## config.mk

```make
export PLATFORM = sky130hd
export DESIGN_NAME = axilite_slave_regs_flat
export DESIGN_NICKNAME = d
export VERILOG_FILES = /design/src/rtl/axilite_pkg.sv /design/src/rtl/axilite_if.sv /design/src/rtl/axilite_slave_regs.sv /design/src/flat_wrapper.sv
export SDC_FILE = /design/constraint.sdc
export NUM_CORES = 1
export LEC_CHECK = 0
export BUFFER_PORTS_ARGS = -buffer_cell sky130_fd_sc_hd__buf_4
export CORE_MARGIN = 2
export CORE_UTILIZATION = 29
export CTS_CLUSTER_SIZE = 25
export DETAILED_ROUTE_END_ITERATION = 8
export HOLD_SLACK_MARGIN = 0.1
export SLEW_MARGIN = 5
export SYNTH_ARGS = -nofsm -noshare
export SYNTH_HDL_FRONTEND = slang
export SYNTH_SLANG_ARGS = --single-unit
```

## constraint.sdc

```tcl
create_clock -name clk -period 3.4 [get_ports clk]
set_clock_uncertainty 0.2 [all_clocks]
set_input_delay 0.17 -clock clk [delete_from_list [all_inputs] [get_ports clk]]
set_output_delay 0.17 -clock clk [all_outputs]
set_load 0.005 [all_outputs]
```

## src/rtl/axilite_pkg.sv

```systemverilog
// Shared AXI4-Lite types: response codes, FSM state enums and the address decode helper.
package axilite_pkg;

  typedef logic [1:0] resp_t;

  localparam resp_t RESP_OKAY   = 2'b00;
  localparam resp_t RESP_EXOKAY = 2'b01;
  localparam resp_t RESP_SLVERR = 2'b10;
  localparam resp_t RESP_DECERR = 2'b11;

  typedef enum logic {W_COLLECT, W_RESP} wr_state_t;
  typedef enum logic {R_IDLE, R_RESP} rd_state_t;

  // Number of byte-offset address bits that sit below the word index.
  function automatic int addr_lsb(input int dwidth);
    return $clog2(dwidth / 8);
  endfunction

endpackage

```

## src/rtl/axilite_if.sv

```systemverilog
// AXI4-Lite bus bundle with master and slave views.
interface axilite_if #(
  parameter int DWIDTH = 32,
  parameter int AWIDTH = 32
);

  logic [AWIDTH-1:0]   awaddr;
  logic                awvalid;
  logic                awready;
  logic [DWIDTH-1:0]   wdata;
  logic [DWIDTH/8-1:0] wstrb;
  logic                wvalid;
  logic                wready;
  logic [1:0]          bresp;
  logic                bvalid;
  logic                bready;
  logic [AWIDTH-1:0]   araddr;
  logic                arvalid;
  logic                arready;
  logic [DWIDTH-1:0]   rdata;
  logic [1:0]          rresp;
  logic                rvalid;
  logic                rready;

  modport master (
    output awaddr, awvalid, wdata, wstrb, wvalid, bready, araddr, arvalid, rready,
    input  awready, wready, bresp, bvalid, arready, rdata, rresp, rvalid
  );

  modport slave (
    input  awaddr, awvalid, wdata, wstrb, wvalid, bready, araddr, arvalid, rready,
    output awready, wready, bresp, bvalid, arready, rdata, rresp, rvalid
  );

endinterface

```

## src/rtl/axilite_slave_regs.sv

```systemverilog
// AXI4-Lite register bank with independent read and write paths.
// Define AXIL_SLAVE_REGS_SLVERR_EN to answer out-of-range accesses with SLVERR instead of OKAY.
module axilite_slave_regs
  import axilite_pkg::*;
#(
  parameter int DWIDTH = 32,
  parameter int AWIDTH = 32,
  parameter int NREGS  = 16,
  parameter logic [NREGS*DWIDTH-1:0] RESET_VALUES = '0
) (
  input  logic                    clk,
  input  logic                    rst,
  axilite_if.slave                s_axil,
  output logic [NREGS*DWIDTH-1:0] regs_q,
  output logic [NREGS-1:0]        reg_wr,
  output logic [NREGS-1:0]        reg_rd
);

  localparam int ADDR_LSB = addr_lsb(DWIDTH);
  localparam int STRB_W   = DWIDTH / 8;

`ifdef AXIL_SLAVE_REGS_SLVERR_EN
  localparam resp_t OOR_RESP = RESP_SLVERR;
`else
  localparam resp_t OOR_RESP = RESP_OKAY;
`endif

  wr_state_t             wrState_q, wrState_d;
  logic                  awHeld_q, awHeld_d;
  logic                  wHeld_q, wHeld_d;
  logic [AWIDTH-1:0]     awAddr_q, awAddr_d;
  logic [DWIDTH-1:0]     wData_q, wData_d;
  logic [STRB_W-1:0]     wStrb_q, wStrb_d;
  logic                  awready_q, awready_d;
  logic                  wready_q, wready_d;
  logic                  bvalid_q, bvalid_d;
  resp_t                 bresp_q, bresp_d;
  logic [NREGS*DWIDTH-1:0] regs_d;
  logic [NREGS-1:0]      regWr_q, regWr_d;
  logic [AWIDTH-1:0]     wIdx;
  logic                  wInRange;

  rd_state_t             rdState_q, rdState_d;
  logic                  arready_q, arready_d;
  logic                  rvalid_q, rvalid_d;
  logic [DWIDTH-1:0]     rdata_q, rdata_d;
  resp_t                 rresp_q, rresp_d;
  logic [AWIDTH-1:0]     rIdx;
  logic                  rInRange;
  logic                  arFire;

  assign wIdx     = awAddr_q >> ADDR_LSB;
  assign wInRange = (wIdx < AWIDTH'(NREGS));
  assign rIdx     = s_axil.araddr >> ADDR_LSB;
  assign rInRange = (rIdx < AWIDTH'(NREGS));
  assign arFire   = (rdState_q == R_IDLE) && s_axil.arvalid && arready_q;

  assign s_axil.awready = awready_q;
  assign s_axil.wready  = wready_q;
  assign s_axil.bvalid  = bvalid_q;
  assign s_axil.bresp   = bresp_q;
  assign s_axil.arready = arready_q;
  assign s_axil.rvalid  = rvalid_q;
  assign s_axil.rdata   = rdata_q;
  assign s_axil.rresp   = rresp_q;
  assign reg_wr         = regWr_q;

  // Address and data are captured independently; the commit happens one edge after both are held.
  always_comb begin
    wrState_d = wrState_q;
    awHeld_d  = awHeld_q;
    wHeld_d   = wHeld_q;
    awAddr_d  = awAddr_q;
    wData_d   = wData_q;
    wStrb_d   = wStrb_q;
    awready_d = awready_q;
    wready_d  = wready_q;
    bvalid_d  = bvalid_q;
    bresp_d   = bresp_q;
    regs_d    = regs_q;
    regWr_d   = '0;
    case (wrState_q)
      W_COLLECT: begin
        if (awHeld_q && wHeld_q) begin
          for (int i = 0; i < NREGS; i++) begin
            if (wIdx == AWIDTH'(i)) begin
              regWr_d[i] = 1'b1;
              for (int b = 0; b < STRB_W; b++) begin
                if (wStrb_q[b]) regs_d[i*DWIDTH + b*8 +: 8] = wData_q[b*8 +: 8];
              end
            end
          end
          bresp_d   = wInRange ? RESP_OKAY : OOR_RESP;
          bvalid_d  = 1'b1;
          awHeld_d  = 1'b0;
          wHeld_d   = 1'b0;
          wrState_d = W_RESP;
        end else begin
          if (s_axil.awvalid && awready_q) begin
            awHeld_d  = 1'b1;
            awAddr_d  = s_axil.awaddr;
            awready_d = 1'b0;
          end
          if (s_axil.wvalid && wready_q) begin
            wHeld_d  = 1'b1;
            wData_d  = s_axil.wdata;
            wStrb_d  = s_axil.wstrb;
            wready_d = 1'b0;
          end
        end
      end
      W_RESP: begin
        if (s_axil.bready) begin
          bvalid_d  = 1'b0;
          awready_d = 1'b1;
          wready_d  = 1'b1;
          wrState_d = W_COLLECT;
        end
      end
      default: wrState_d = W_COLLECT;
    endcase
  end

  always_ff @(posedge clk) begin
    if (rst) begin
      wrState_q <= W_COLLECT;
      awHeld_q  <= 1'b0;
      wHeld_q   <= 1'b0;
      awAddr_q  <= '0;
      wData_q   <= '0;
      wStrb_q   <= '0;
      awready_q <= 1'b1;
      wready_q  <= 1'b1;
      bvalid_q  <= 1'b0;
      bresp_q   <= RESP_OKAY;
      regs_q    <= RESET_VALUES;
      regWr_q   <= '0;
    end else begin
      wrState_q <= wrState_d;
      awHeld_q  <= awHeld_d;
      wHeld_q   <= wHeld_d;
      awAddr_q  <= awAddr_d;
      wData_q   <= wData_d;
      wStrb_q   <= wStrb_d;
      awready_q <= awready_d;
      wready_q  <= wready_d;
      bvalid_q  <= bvalid_d;
      bresp_q   <= bresp_d;
      regs_q    <= regs_d;
      regWr_q   <= regWr_d;
    end
  end

  // Read data samples regs_q before any same-edge write lands, so a collision returns the old value.
  always_comb begin
    rdState_d = rdState_q;
    arready_d = arready_q;
    rvalid_d  = rvalid_q;
    rdata_d   = rdata_q;
    rresp_d   = rresp_q;
    case (rdState_q)
      R_IDLE: begin
        if (arFire) begin
          rdata_d = '0;
          for (int i = 0; i < NREGS; i++) begin
            if (rIdx == AWIDTH'(i)) rdata_d = regs_q[i*DWIDTH +: DWIDTH];
          end
          rresp_d   = rInRange ? RESP_OKAY : OOR_RESP;
          rvalid_d  = 1'b1;
          arready_d = 1'b0;
          rdState_d = R_RESP;
        end
      end
      R_RESP: begin
        if (s_axil.rready) begin
          rvalid_d  = 1'b0;
          arready_d = 1'b1;
          rdState_d = R_IDLE;
        end
      end
      default: rdState_d = R_IDLE;
    endcase
  end

  // The read strobe marks the handshake cycle itself, so it is decoded from the live AR request.
  always_comb begin
    reg_rd = '0;
    if (arFire) begin
      for (int i = 0; i < NREGS; i++) begin
        if (rIdx == AWIDTH'(i)) reg_rd[i] = 1'b1;
      end
    end
  end

  always_ff @(posedge clk) begin
    if (rst) begin
      rdState_q <= R_IDLE;
      arready_q <= 1'b1;
      rvalid_q  <= 1'b0;
      rdata_q   <= '0;
      rresp_q   <= RESP_OKAY;
    end else begin
      rdState_q <= rdState_d;
      arready_q <= arready_d;
      rvalid_q  <= rvalid_d;
      rdata_q   <= rdata_d;
      rresp_q   <= rresp_d;
    end
  end

endmodule

```

## src/flat_wrapper.sv

```systemverilog
// flat-port wrapper written by rule: the top's interface ports become plain ports
module axilite_slave_regs_flat import axilite_pkg::*;
#(
  parameter int DWIDTH = 32,
  parameter int AWIDTH = 32,
  parameter int NREGS  = 16,
  parameter logic [NREGS*DWIDTH-1:0] RESET_VALUES = '0
)
  (clk, rst, regs_q, reg_wr, reg_rd, s_axil_awaddr, s_axil_awvalid, s_axil_wdata, s_axil_wstrb, s_axil_wvalid, s_axil_bready, s_axil_araddr, s_axil_arvalid, s_axil_rready, s_axil_awready, s_axil_wready, s_axil_bresp, s_axil_bvalid, s_axil_arready, s_axil_rdata, s_axil_rresp, s_axil_rvalid);
  axilite_if #(.DWIDTH(DWIDTH), .AWIDTH(AWIDTH)) s_axil_i ();
  input  logic clk;
  input  logic rst;
  output logic [NREGS*DWIDTH-1:0] regs_q;
  output logic [NREGS-1:0] reg_wr;
  output logic [NREGS-1:0] reg_rd;
  input wire logic [$bits(s_axil_i.awaddr)-1:0] s_axil_awaddr;
  input wire logic [$bits(s_axil_i.awvalid)-1:0] s_axil_awvalid;
  input wire logic [$bits(s_axil_i.wdata)-1:0] s_axil_wdata;
  input wire logic [$bits(s_axil_i.wstrb)-1:0] s_axil_wstrb;
  input wire logic [$bits(s_axil_i.wvalid)-1:0] s_axil_wvalid;
  input wire logic [$bits(s_axil_i.bready)-1:0] s_axil_bready;
  input wire logic [$bits(s_axil_i.araddr)-1:0] s_axil_araddr;
  input wire logic [$bits(s_axil_i.arvalid)-1:0] s_axil_arvalid;
  input wire logic [$bits(s_axil_i.rready)-1:0] s_axil_rready;
  output wire logic [$bits(s_axil_i.awready)-1:0] s_axil_awready;
  output wire logic [$bits(s_axil_i.wready)-1:0] s_axil_wready;
  output wire logic [$bits(s_axil_i.bresp)-1:0] s_axil_bresp;
  output wire logic [$bits(s_axil_i.bvalid)-1:0] s_axil_bvalid;
  output wire logic [$bits(s_axil_i.arready)-1:0] s_axil_arready;
  output wire logic [$bits(s_axil_i.rdata)-1:0] s_axil_rdata;
  output wire logic [$bits(s_axil_i.rresp)-1:0] s_axil_rresp;
  output wire logic [$bits(s_axil_i.rvalid)-1:0] s_axil_rvalid;
  assign s_axil_i.awaddr = s_axil_awaddr;
  assign s_axil_i.awvalid = s_axil_awvalid;
  assign s_axil_i.wdata = s_axil_wdata;
  assign s_axil_i.wstrb = s_axil_wstrb;
  assign s_axil_i.wvalid = s_axil_wvalid;
  assign s_axil_i.bready = s_axil_bready;
  assign s_axil_i.araddr = s_axil_araddr;
  assign s_axil_i.arvalid = s_axil_arvalid;
  assign s_axil_i.rready = s_axil_rready;
  assign s_axil_awready = s_axil_i.awready;
  assign s_axil_wready = s_axil_i.wready;
  assign s_axil_bresp = s_axil_i.bresp;
  assign s_axil_bvalid = s_axil_i.bvalid;
  assign s_axil_arready = s_axil_i.arready;
  assign s_axil_rdata = s_axil_i.rdata;
  assign s_axil_rresp = s_axil_i.rresp;
  assign s_axil_rvalid = s_axil_i.rvalid;
  axilite_slave_regs #(.DWIDTH(DWIDTH), .AWIDTH(AWIDTH), .NREGS(NREGS), .RESET_VALUES(RESET_VALUES)) u_core (.clk(clk), .rst(rst), .s_axil(s_axil_i), .regs_q(regs_q), .reg_wr(reg_wr), .reg_rd(reg_rd));
endmodule
```

* Word level (Yosys, flattened, before mapping)
Cells that the tools add are included.
** Cells by class
- Multiplexer cells :: 75
- Reductions and logical operators :: 83
- Equality and inequality tests :: 37
- Bitwise operators :: 3
** Operator list (number)
- $mux 32 :: 16
- $eq 30x4->1 const B :: 16
- $reduce_and 4->1 :: 64
- $eq 30x3->1 const B :: 8
- $eq 30x2->1 const B :: 4
- $logic_not 32->1 :: 2
- $eq 30x1->1 const B :: 2
- $mux 1 :: 51
- $mux 16 :: 1
- $pmux 1 s2 :: 7
- $reduce_and 3->1 :: 4
- $reduce_and 2->1 :: 5
- $ne 2x1->1 const B :: 4
- $ne 2x2->1 const B :: 3
- $logic_and 1x1->1 :: 5
- $reduce_bool 2->1 :: 2
- $not 1->1 :: 3
- $reduce_or 3->1 :: 1
** Storage, ports and cells
- Register bits :: 637
- Output and inout bits :: 585
- Input bits :: 107

* Depth between registers and ports, before layout
- Depth in word-level cells :: 17
- Depth in mapped cells :: 11

* Worst setup path after synthesis
OpenSTA, ideal clock, no wires.
- Path type :: reg-to-reg
- From :: register u_core.awAddr_q[11]
- To :: register u_core.regs_q[455]
- Arrival :: 2.139 ns
- Cell stages (with the launch flop) :: 10
- Path slack :: 0.933 ns
- Required time :: 3.072 ns
- Path through :: dfxtp_1 > nor4_1 > nand4_1 > nor2_1 > and2_0 > clkbuf_1 > buf_2 > nand3_1 > mux2i_1 > nor2_1
** Between the ends
- Longest elaborated chain between the ends :: 2
** RTL lines
- start, declared :: RTL line axilite_slave_regs.sv:31 : logic [AWIDTH-1:0] awAddr_q, awAddr_d;
- start signal, assigned :: RTL line axilite_slave_regs.sv:142 : awAddr_q <= awAddr_d;
- $eq 30x4->1 :: RTL line axilite_slave_regs.sv:86 : if (wIdx == AWIDTH'(i)) begin
- $reduce_and 4->1 (no source line)
- end signal, assigned :: RTL line axilite_slave_regs.sv:149 : regs_q <= regs_d;
- end, declared :: RTL line axilite_slave_regs.sv:14 : output logic [NREGS*DWIDTH-1:0] regs_q,
Every way passes these cells.
A chain may end at the register's enable or synchronous reset.

* Worst setup path in the final report
- From :: input s_axil_araddr[3]
- To :: output reg_rd[11]
** Between the ends
- Longest elaborated chain between the ends :: 3
** RTL lines
- start, declared :: RTL line flat_wrapper.sv:22 : input wire logic [$bits(s_axil_i.araddr)-1:0] s_axil_araddr;
- $eq 30x4->1 :: RTL line axilite_slave_regs.sv:190 : if (rIdx == AWIDTH'(i)) reg_rd[i] = 1'b1;
- $mux 1 :: RTL line axilite_slave_regs.sv:190
- $mux 16 :: RTL line axilite_slave_regs.sv:188 : if (arFire) begin
- end, declared :: RTL line flat_wrapper.sv:15 : output logic [NREGS-1:0] reg_rd;
Every way passes these cells.

==> impl_metrics.ini <==
[pwr]
power.sequential.fraction = 0.452
cell_internal_pwr_w = 0.0128
p_sw_frac = 0.255
combinationalPowerShare = 0.063
clock_power_share = 0.485
net_switching_component_of_the_power_w = 0.00439
cellLeakagePower_nw = 18.1
cellPowerDensity_nw_per_um2 = 447
max-vdd-ir-drop_uv = 410

[flow_run]
maxCapViolations = 0

[clock_tree]
tritoncts = done
insertion_delay_ps = 680
worst_setup_hold_path_clk_slew_ps = 50
cts_made_buffers = 76
clockRootBuffer = clkbuf_16
cts_max_path_buffers = 3
cts_sinks = 635
h-tree-depth = 3

[sta]
timing.final.ws_setup_ps = 185
rsz0062_at_grt = false
final.period_utilization = 0.946
timing.final.max_slew_violations = 0
hold_violations = 0
period_minus_slack_ps = 3210
max_freq_mhz = 311
setup_viol = 0
worst_slew_margin_rel = 0.201
setup_tns_final_ps = 0
tightest_slew_ps = 1200

[synth]
postSynthRegisterBits = 635
synth.yosys.seq_area_share = 0.464
synth.lib_cells_used.distinct = 76
synth-xor-area-share = 0.000320
simple_logic_cell_fraction_of_the_synthesized_area = 0.192
synth_enable_flop_cells = 0
combinational_family_with_the_most_area_after_synthesis = simple AND/OR/NAND/NOR gates
synthTopCellsByArea = dfxtp_1, mux2i_1, nor2_1
main_flop_type_after_synthesis = dfxtp_1
top_cell_type_s_share_of_synthesized_area = 0.464
postSynth.asyncResetShare = 0
synthDominantAreaCellType = dfxtp_1
synth.cell_area_sq_um = 27400
synth_mux_area_frac = 0.162
share_of_the_synthesized_area_in_compound_gates_ao_oa_aoi_oai = 0.138
syn_area_per_cell_sq_um = 8.74
yosys.area_share.adder = 0
yosysWarningCount = 0
number_of_standard_cells_after_synthesis = 3137

[placed_design]
pre_cts_ws_ps = 193
place.detailed.hpwl_um = 116000
cell_total_after_placement = 4965
finalWeightedCongestion = 0.950
detailed_place.area_sq_um = 34500
portBuffers = 683

[drt]
drcViolationCount = 0
detailedRoute.firstPassIterationCount = 6
post_drt_via_cell_ratio = 5.46
drt_wl_total_um = 153000
number_of_antenna_violating_nets_in_the_routed_design = 0
dr_total_vias = 28704
wire_per_inst_um = 29.1
first_iter_violations = 3640

[grt]
grt-busiest-layer = met2
grt_pass1_vias = 26856
grt_first_pass_wirelength_um = 211000
grt_use_met3 = 0.132
grt_remaining_overflow = 0
use_met2 = 0.457
track_usage = 0.301
antenna_found_initial = 3
grt_max_degree = 197
met1_usage = 0.376

[floorplanning]
floorplan.die.height_um = 311
core_area_sq_um = 93500
die_width_um = 311
start_util = 0.293
ioPinCount = 692
placement_rows = 112
die_area_sq_um = 97000

[worst_setup_path]
worst-endpoint-arrival_ps = 2840
criticalPathCategory = in2out
cp-start-kind = input port
worstPathMaxFanout = 19
timing.critical_path.required_ps = 3030
cp-end-kind = primary output

[final_layout]
final_nets = 4049
layout_cell_share_with_drive_strength_beyond_1 = 0.261
design_area_sq_um = 38600
synthesis_to_layout_area_growth_pct = 40.8
finish.cell_count_without_fillers = 5257
layout.cells.most_common = buf_4
most-common-layout-cells = buf_4, dfxtp_1, nor2_1

[min_path]
hold_path_class = in2reg

[status]
outcome = complete, no violations
==> registers in the layout, summed over array words and instances (netlist names) <==
| register | count |
|---|---|
| u_core.s_axil.bvalid | 1 |
| u_core.wData_q | 32 |
| u_core.regs_q | 512 |
| u_core.awAddr_q | 30 |
| u_core.wrState_q | 1 |
| u_core.awHeld_q | 1 |
| u_core.s_axil.arready | 1 |
| u_core.reg_wr | 16 |
| u_core.wStrb_q | 4 |
| u_core.s_axil.rdata | 32 |
| u_core.s_axil.wready | 1 |
| u_core.wHeld_q | 1 |
| u_core.s_axil.awready | 1 |
| u_core.rdState_q | 1 |
| u_core.s_axil.rvalid | 1 |
==> synth_stat cells, types with 6 or more instances <==
cell / number
dfxtp_1: 635
nor2_1: 473
mux2i_1: 415
nand2_1: 361
a21oi_1: 259
clkbuf_1: 240
nand3_1: 206
o21ai_0: 67
o22ai_1: 30
nor3_1: 29
buf_2: 26
o221ai_1: 25
a22o_1: 23
a22oi_1: 22
a221o_1: 19
a221oi_1: 18
and3_1: 17
nor2b_1: 17
inv_1: 16
nor4_1: 16
a222oi_1: 14
o22a_1: 12
and4_1: 11
mux4_2: 11
o2111ai_1: 11
a211oi_1: 10
buf_4: 10
o211ai_1: 10
nor4_2: 9
a31oi_1: 7
a32oi_1: 7
and2_1: 6
buf_1: 6
nand4_1: 6
or4_1: 6
==> repair_timing <==
| item | CTS | global route |
|---|---|---|
| resized for setup | 0 | 2 |
| setup buffers | 0 | 0 |
| hold buffers | 153 | 0 |
| setup endpoints to repair | 0 | 4 |
| hold endpoints to repair | 147 | 0 |
==> power groups by stage <==
stage | Combinational [W] | Clock, W | Sequential [W]
finish | 0.00109 | 0.00836 | 0.00779
global route | 0.00115 | 0.00875 | 0.00779
CTS | 0.00107 | 0.00844 | 0.00777
detailed placement | 0.000903 | 0 | 0.00793
global placement | 0.000895 | 0 | 0.00793
floorplan | 0.000605 | 0 | 0.00772
==> cells by family after synthesis <==
logic type,Yosys count
XOR/XNOR,1
multiplexers,430
AO/OA/AOI/OAI,581
AND/OR/NAND/NOR,1188
flip-flops,635
buffers and inverters,301
other,1
==> worst paths after layout <==
path	start	cells past startpoint	slack, ps	to
worst max-delay path	s_axil_araddr[3]	9	190	reg_rd[11]
worst min-delay path	s_axil_awaddr[24]	4	130	u_core.awAddr_q[24]$_SDFFE_PP0P_
worst max register to register	u_core.awAddr_q[11]$_SDFFE_PP0P_	8	230	u_core.regs_q[304]$_SDFFE_PP0P_
worst min register to register	u_core.awAddr_q[24]$_SDFFE_PP0P_	2	260	u_core.awAddr_q[24]$_SDFFE_PP0P_
==> metal layers <==
layer / vias up / wire length [um]
li1: 12708 / -
met1: 14130 / 61200
met2: 1588 / 66100
met3: 278 / 19600
met4: 0 / 5990
met5: - / 0
==> per-stage QoR <==
stage,util,total power [W],hold slack (ps)
2_1_floorplan,-,0.00832,106
3_3_place_gp,0.369,0.00882,220
3_5_place_dp,0.369,0.00884,226
4_1_cts,0.413,0.0173,100
5_1_grt,0.413,0.0177,145
6_report,0.413,0.0172,132
==> area by class of cell <==
type	count	area, sq um
Tap cell	1254	1570
Sequential cell	635	12700
Antenna cell	3	7.51
Timing Repair Buffer	1007	8100
Multi-Input combinational cell	2204	13600
Inverter	18	67.6
Fill cell	9400	54900
Clock inverter	27	255
Clock buffer	109	2280
==> worst max-delay path, cell delays in order <==
cell and delay [ps]:
dlygate4sd3_1 550, buf_4 320, nand2_1 280, nor2_2 190, buf_4 240, nand2_1 480
buf_4 340, nor2_1 110, buf_4 130
Note: power is estimated with default switching activity, not from simulation.
